**config.mk**
```make
export PLATFORM = sky130hd
export DESIGN_NAME = driver
export DESIGN_NICKNAME = d
export VERILOG_FILES = /design/src/rtl/driver.sv
export SDC_FILE = /design/constraint.sdc
export NUM_CORES = 1
export LEC_CHECK = 0
export ABC_AREA = 1
export CAP_MARGIN = 20
export CORE_ASPECT_RATIO = 1.1
export CORE_MARGIN = 2
export CORE_UTILIZATION = 30
export DETAILED_ROUTE_END_ITERATION = 12
export MAX_ROUTING_LAYER = met4
export RECOVER_POWER = 25
export SLEW_MARGIN = 25
export SYNTH_ARGS = -nofsm -noshare
export SYNTH_HDL_FRONTEND = slang
export SYNTH_SLANG_ARGS = --single-unit
export TNS_END_PERCENT = 10
```
**constraint.sdc**
```tcl
create_clock -name clk -period 1.4 [get_ports clk]
set_input_delay 0.14 -clock clk [delete_from_list [all_inputs] [get_ports clk]]
set_output_delay 0.14 -clock clk [all_outputs]
set_load 0.1 [all_outputs]
```
**src/rtl/driver.sv**
```systemverilog
// VGA output stage: 640x480@60 timing from a divided system clock, synthetic
// test pattern with a rectangular mask window; pixels outside it are dimmed.
module driver #(
    parameter int CLK_DIV  = 4,
    parameter int H_ACTIVE = 640,
    parameter int H_FP     = 16,
    parameter int H_SYNC   = 96,
    parameter int H_BP     = 48,
    parameter int V_ACTIVE = 480,
    parameter int V_FP     = 10,
    parameter int V_SYNC   = 2,
    parameter int V_BP     = 33,
    parameter int MASK_X0  = 160,
    parameter int MASK_X1  = 479,
    parameter int MASK_Y0  = 120,
    parameter int MASK_Y1  = 359
) (
    input  logic       clk,
    input  logic       rst_n,
    output logic       vga_vs,
    output logic       vga_hs,
    output logic [3:0] vga_r,
    output logic [3:0] vga_g,
    output logic [3:0] vga_b
);

    localparam int H_TOTAL = H_ACTIVE + H_FP + H_SYNC + H_BP;
    localparam int V_TOTAL = V_ACTIVE + V_FP + V_SYNC + V_BP;
    // Counters are at least 8 bits wide so the pattern nibble [7:4] always exists.
    localparam int HW = ($clog2(H_TOTAL) < 8) ? 8 : $clog2(H_TOTAL);
    localparam int VW = ($clog2(V_TOTAL) < 8) ? 8 : $clog2(V_TOTAL);

    localparam logic [HW-1:0] H_LAST   = HW'(H_TOTAL - 1);
    localparam logic [HW-1:0] H_VIS    = HW'(H_ACTIVE);
    localparam logic [HW-1:0] HS_START = HW'(H_ACTIVE + H_FP);
    localparam logic [HW-1:0] HS_END   = HW'(H_ACTIVE + H_FP + H_SYNC);
    localparam logic [HW-1:0] MX0      = HW'(MASK_X0);
    localparam logic [HW-1:0] MX1      = HW'(MASK_X1);
    localparam logic [VW-1:0] V_LAST   = VW'(V_TOTAL - 1);
    localparam logic [VW-1:0] V_VIS    = VW'(V_ACTIVE);
    localparam logic [VW-1:0] VS_START = VW'(V_ACTIVE + V_FP);
    localparam logic [VW-1:0] VS_END   = VW'(V_ACTIVE + V_FP + V_SYNC);
    localparam logic [VW-1:0] MY0      = VW'(MASK_Y0);
    localparam logic [VW-1:0] MY1      = VW'(MASK_Y1);

    function automatic logic [3:0] dim_quarter(input logic [3:0] c);
        return {2'b00, c[3:2]};
    endfunction

    logic          pix_en;
    logic [HW-1:0] hcnt;
    logic [VW-1:0] vcnt;

    generate
        if (CLK_DIV == 1) begin : g_nodiv
            assign pix_en = 1'b1;
        end else begin : g_div
            localparam int DW = $clog2(CLK_DIV);
            localparam logic [DW-1:0] DIV_LAST = DW'(CLK_DIV - 1);
            logic [DW-1:0] div_cnt;

            always_ff @(posedge clk or negedge rst_n) begin
                if (!rst_n) begin
                    div_cnt <= '0;
                end else if (div_cnt == DIV_LAST) begin
                    div_cnt <= '0;
                end else begin
                    div_cnt <= div_cnt + 1'b1;
                end
            end

            assign pix_en = (div_cnt == DIV_LAST);
        end
    endgenerate

    always_ff @(posedge clk or negedge rst_n) begin
        if (!rst_n) begin
            hcnt <= '0;
            vcnt <= '0;
        end else if (pix_en) begin
            if (hcnt == H_LAST) begin
                hcnt <= '0;
                vcnt <= (vcnt == V_LAST) ? '0 : vcnt + 1'b1;
            end else begin
                hcnt <= hcnt + 1'b1;
            end
        end
    end

    // Stage p0: combinational sync, blanking, pattern and mask from current counters
    logic        hs_p0, vs_p0, active_p0, inside_p0;
    logic [3:0]  pr_p0, pg_p0, pb_p0;
    logic [11:0] rgb_p0;

    always_comb begin
        hs_p0     = !((hcnt >= HS_START) && (hcnt < HS_END));
        vs_p0     = !((vcnt >= VS_START) && (vcnt < VS_END));
        active_p0 = (hcnt < H_VIS) && (vcnt < V_VIS);
        inside_p0 = (hcnt >= MX0) && (hcnt <= MX1) && (vcnt >= MY0) && (vcnt <= MY1);
        pr_p0     = hcnt[7:4];
        pg_p0     = vcnt[7:4];
        pb_p0     = hcnt[7:4] ^ vcnt[7:4];
        rgb_p0    = 12'h000;
        if (active_p0) begin
            if (inside_p0) begin
                rgb_p0 = {pr_p0, pg_p0, pb_p0};
            end else begin
                rgb_p0 = {dim_quarter(pr_p0), dim_quarter(pg_p0), dim_quarter(pb_p0)};
            end
        end
    end

    // Stage p1: output registers, one pixel period behind the counters
    logic        hs_p1, vs_p1;
    logic [11:0] rgb_p1;

    always_ff @(posedge clk or negedge rst_n) begin
        if (!rst_n) begin
            hs_p1  <= 1'b1;
            vs_p1  <= 1'b1;
            rgb_p1 <= 12'h000;
        end else if (pix_en) begin
            hs_p1  <= hs_p0;
            vs_p1  <= vs_p0;
            rgb_p1 <= rgb_p0;
        end
    end

    assign vga_hs = hs_p1;
    assign vga_vs = vs_p1;
    assign vga_r  = rgb_p1[11:8];
    assign vga_g  = rgb_p1[7:4];
    assign vga_b  = rgb_p1[3:0];

endmodule

```
==> flow_summary.json <==
{
  "timing.setup.critical_path_class": "reg2reg",
  "initial_utilization_pct": 30.9,
  "layout-area-overhead-vs-synth_pct": 43.1,
  "final_worst_setup_slack_ns": 0.0254,
  "route.vias.total": 1979,
  "layout_common_cells": "65 x nand2_1, 41 x buf_4, 32 x nand3_1",
  "die-height_um": 92.9,
  "syn_inst": 275,
  "worst-r2r-cell-count": 6,
  "worstMarginPinSlew_ns": 0.999,
  "clock_path_buffers": 2,
  "fp.dieW_um": 84.8,
  "htreeDepth": 2,
  "cts_tree": "built",
  "avgSynthCellArea_um2": 7.83,
  "post-dp-hpwl_mm": 3.75,
  "placementRows": 32,
  "status": "finished clean",
  "worst_hold_stages": 1,
  "hold_ws_ns": 0.463,
  "ys_seq_area_share_pct": 42.0,
  "fin_total_pwr_mw": 1.99,
  "finalInstanceArea_um2": 3080,
  "post-synth-top-area-fraction_pct": 39.5,
  "met1_usage_pct": 16.3,
  "wl_mm": 5.17,
  "min-delay-path-class": "reg2reg",
  "yosys-top-cells-area": "dfrtp_1 40%, nand2_1 12%, nand3_1 8.1%, inv_1 4.9%, ha_1 3.5%",
  "globalplace.congestion": 0.825,
  "clk_root_buffer_cell": "clkbuf_8",
  "power.static_leakage_nw": 1.38,
  "layout.cells.most_common": "nand2_1",
  "grtUsageMet3_pct": 3.21,
  "core_area_um2": 6970,
  "grt_antenna_before_repair": 0,
  "critPathCaptureType": "register",
  "ant_nets": 0,
  "n_antenna_cell": 0,
  "clk-insertion-delay-late_ns": 0.30,
  "setup_repair_after_global_routing_missed_its_margin": "yes",
  "number_of_filler_cells_placed_in_the_layout": 685,
  "fp.dieArea_um2": 7870,
  "finalCriticalPeriod_ns": 1.37,
  "first_global_vias": 1920,
  "largest_net_degree_at_the_start_of_global_routing": 22,
  "pre_cts_ws_ns": -0.0833,
  "worst_path_most_repeated_cell": "buf_4",
  "arrival_ns": 1.60,
  "drv.max_cap_violation_count": 0,
  "post_synth_design_cell_area_um2": 2150,
  "yosysUniqueCellTypes": 32,
  "io_pins": 16,
  "peakVddDrop_mv": 0.457,
  "final_min_period_over_clock_period_pct": 98.2,
  "clk_pin_slew_ns": 0.07,
  "finalSetupViolations": 0,
  "total_global_routing_track_utilization_pct": 14.3,
  "slew_viol_final": 0,
  "timing.final.hold_violations": 0,
  "cp_slowest_stage_delay_ns": 0.40,
  "remaining_drc_errors": 0,
  "fin_worst_skew_ns": 0.00744,
  "detail_route.iter0.violations": 70,
  "grt.overflow.total": 0,
  "cp_data_required_time_ns": 1.63,
  "final_layout_size_suffix_gt1_share_pct": 36.2,
  "finalNetCount": 341,
  "wl_per_cell_um": 12.3,
  "mappedNetlistNets": 283,
  "cts_buffers": 5,
  "cts_sinks": 36,
  "drt_first_pass_iters": 4,
  "netlist.top_cell.by_area": "dfrtp_1",
  "place_area_um2": 2740,
  "max-slew-margin-rel_pct": 33.4,
  "cellPowerDensity_nw_per_um2": 645,
  "yosysWarningCount": 0,
  "startpoint_class": "register",
  "grt_most_used_layer": "met2",
  "avgViaCountPerCell": 4.72,
  "fmax_ghz": 0.728,
  "buffer_ports.inserted": 15,
  "gr-usage-met2_pct": 24.5,
  "crit_slowest_cell": "dfrtp_1",
  "grt_pass1_wl_mm": 8.67,
  "ys_seq_elements": 36,
  "critical_path_peak_fanout": 8,
  "timing.critical_path.cells": "ha_4 > buf_4 > buf_4 > nand4_1 > nand2_1 > a21oi_2"
}
[stage by stage]
stage | util (%) | TNS (ns) | instances
2_1_floorplan | - | 0 | 275
3_3_place_gp | 39.4 | -0.162 | 398
3_5_place_dp | 39.4 | -0.478 | 398
4_1_cts | 41.6 | 0 | 409
5_1_grt | 44.2 | -1.09 | 419
6_report | 44.2 | 0 | 419
[cell families after synthesis]
kind of cell               synth area share (%)
adders and majority gates                  3.49
muxes                                     0.465
xor gates and xnor gates                   4.07
buffers and inverters                      9.06
AOI/OAI and AO/OA                          8.48
and+or+nand+nor                            32.5
DFF                                        42.0
[Yosys cell counts]
cell / number
nand2_1: 69
nand3_1: 35
dfrtp_1: 34
inv_1: 28
nor2_1: 20
a21oi_1: 9
nor3_1: 8
nand4_1: 7
xor2_1: 7
ha_1: 6
o21ai_0: 6
o21bai_1: 6
buf_4: 5
o21ai_2: 5
nor2_2: 3
nor2_4: 3
xnor2_1: 3
buf_2: 2
buf_6: 2
dfstp_2: 2
inv_2: 2
nand2_2: 2
o21ai_1: 2
and3_1: 1
clkbuf_1: 1
clkinv_1: 1
clkinv_2: 1
mux2i_1: 1
nand2_4: 1
nand3_4: 1
o2111ai_1: 1
or2_2: 1
[sequential cells by signal, summed over array words and instances, names as in the netlist]
name	count
hcnt	10
vga_vs	1
vga_hs	1
rgb_p1	12
vcnt	10
g_div.div_cnt	2
[worst max-delay path, delay by kind of cell (launching register included)]
kind,cells,cell delay [ns]
DFF,1,0.40
buffers and inverters,2,0.31
and+or+nand+nor,2,0.26
adders and majority gates,1,0.19
AOI/OAI and AO/OA,1,0.14
[layout make-up]
class	count	area, µm²	area share, %
clock buffer	6	72.6	2.36
timing repair buffer	61	664	21.6
multi-input combinational	197	1170	37.9
inverter	32	124	4.02
sequential	36	910	29.5
clock inverter	2	35.0	1.14
tap	85	106	3.45
[path summary, 6_finish.rpt]
path                       slack (ns)                       start                          to
min in group asynchronous        0.52                       rst_n         vcnt[4]$_DFFE_PN0P_
max                              0.03  g_div.div_cnt[0]$_DFF_PN0_         hcnt[7]$_DFFE_PN0P_
max in group asynchronous        0.16                       rst_n          vga_hs$_DFFE_PN1P_
min                              0.46  g_div.div_cnt[0]$_DFF_PN0_  g_div.div_cnt[0]$_DFF_PN0_
min reg2reg                      0.46  g_div.div_cnt[0]$_DFF_PN0_  g_div.div_cnt[0]$_DFF_PN0_
max reg2reg                      0.03  g_div.div_cnt[0]$_DFF_PN0_         hcnt[7]$_DFFE_PN0P_
[repair_timing]
| item | 4_1_cts | 5_1_grt |
|---|---|---|
| gates resized for setup | 6 | 39 |
| endpoints found under the setup margin | 12 | 27 |
| endpoints found under the hold margin | 14 | 0 |
| hold buffers | 1 | 0 |
| setup buffers | 2 | 10 |
| pin swaps | 1 | 13 |
[where the power goes]
group,switching [mW],leakage (nW),internal (mW)
logic,0.0220,0.853,0.00802
registers,0,0.473,1.04
clock network,0.390,0.0552,0.528
[metal layers]
layer / vias up / part of all wire (%)
met4: 0 / 2.1
met2: 27 / 52
li1: 1002 / -
met3: 9 / 2.7
met5: - / 0
met1: 941 / 43
No activity file was read; power rests on OpenSTA's default activity.
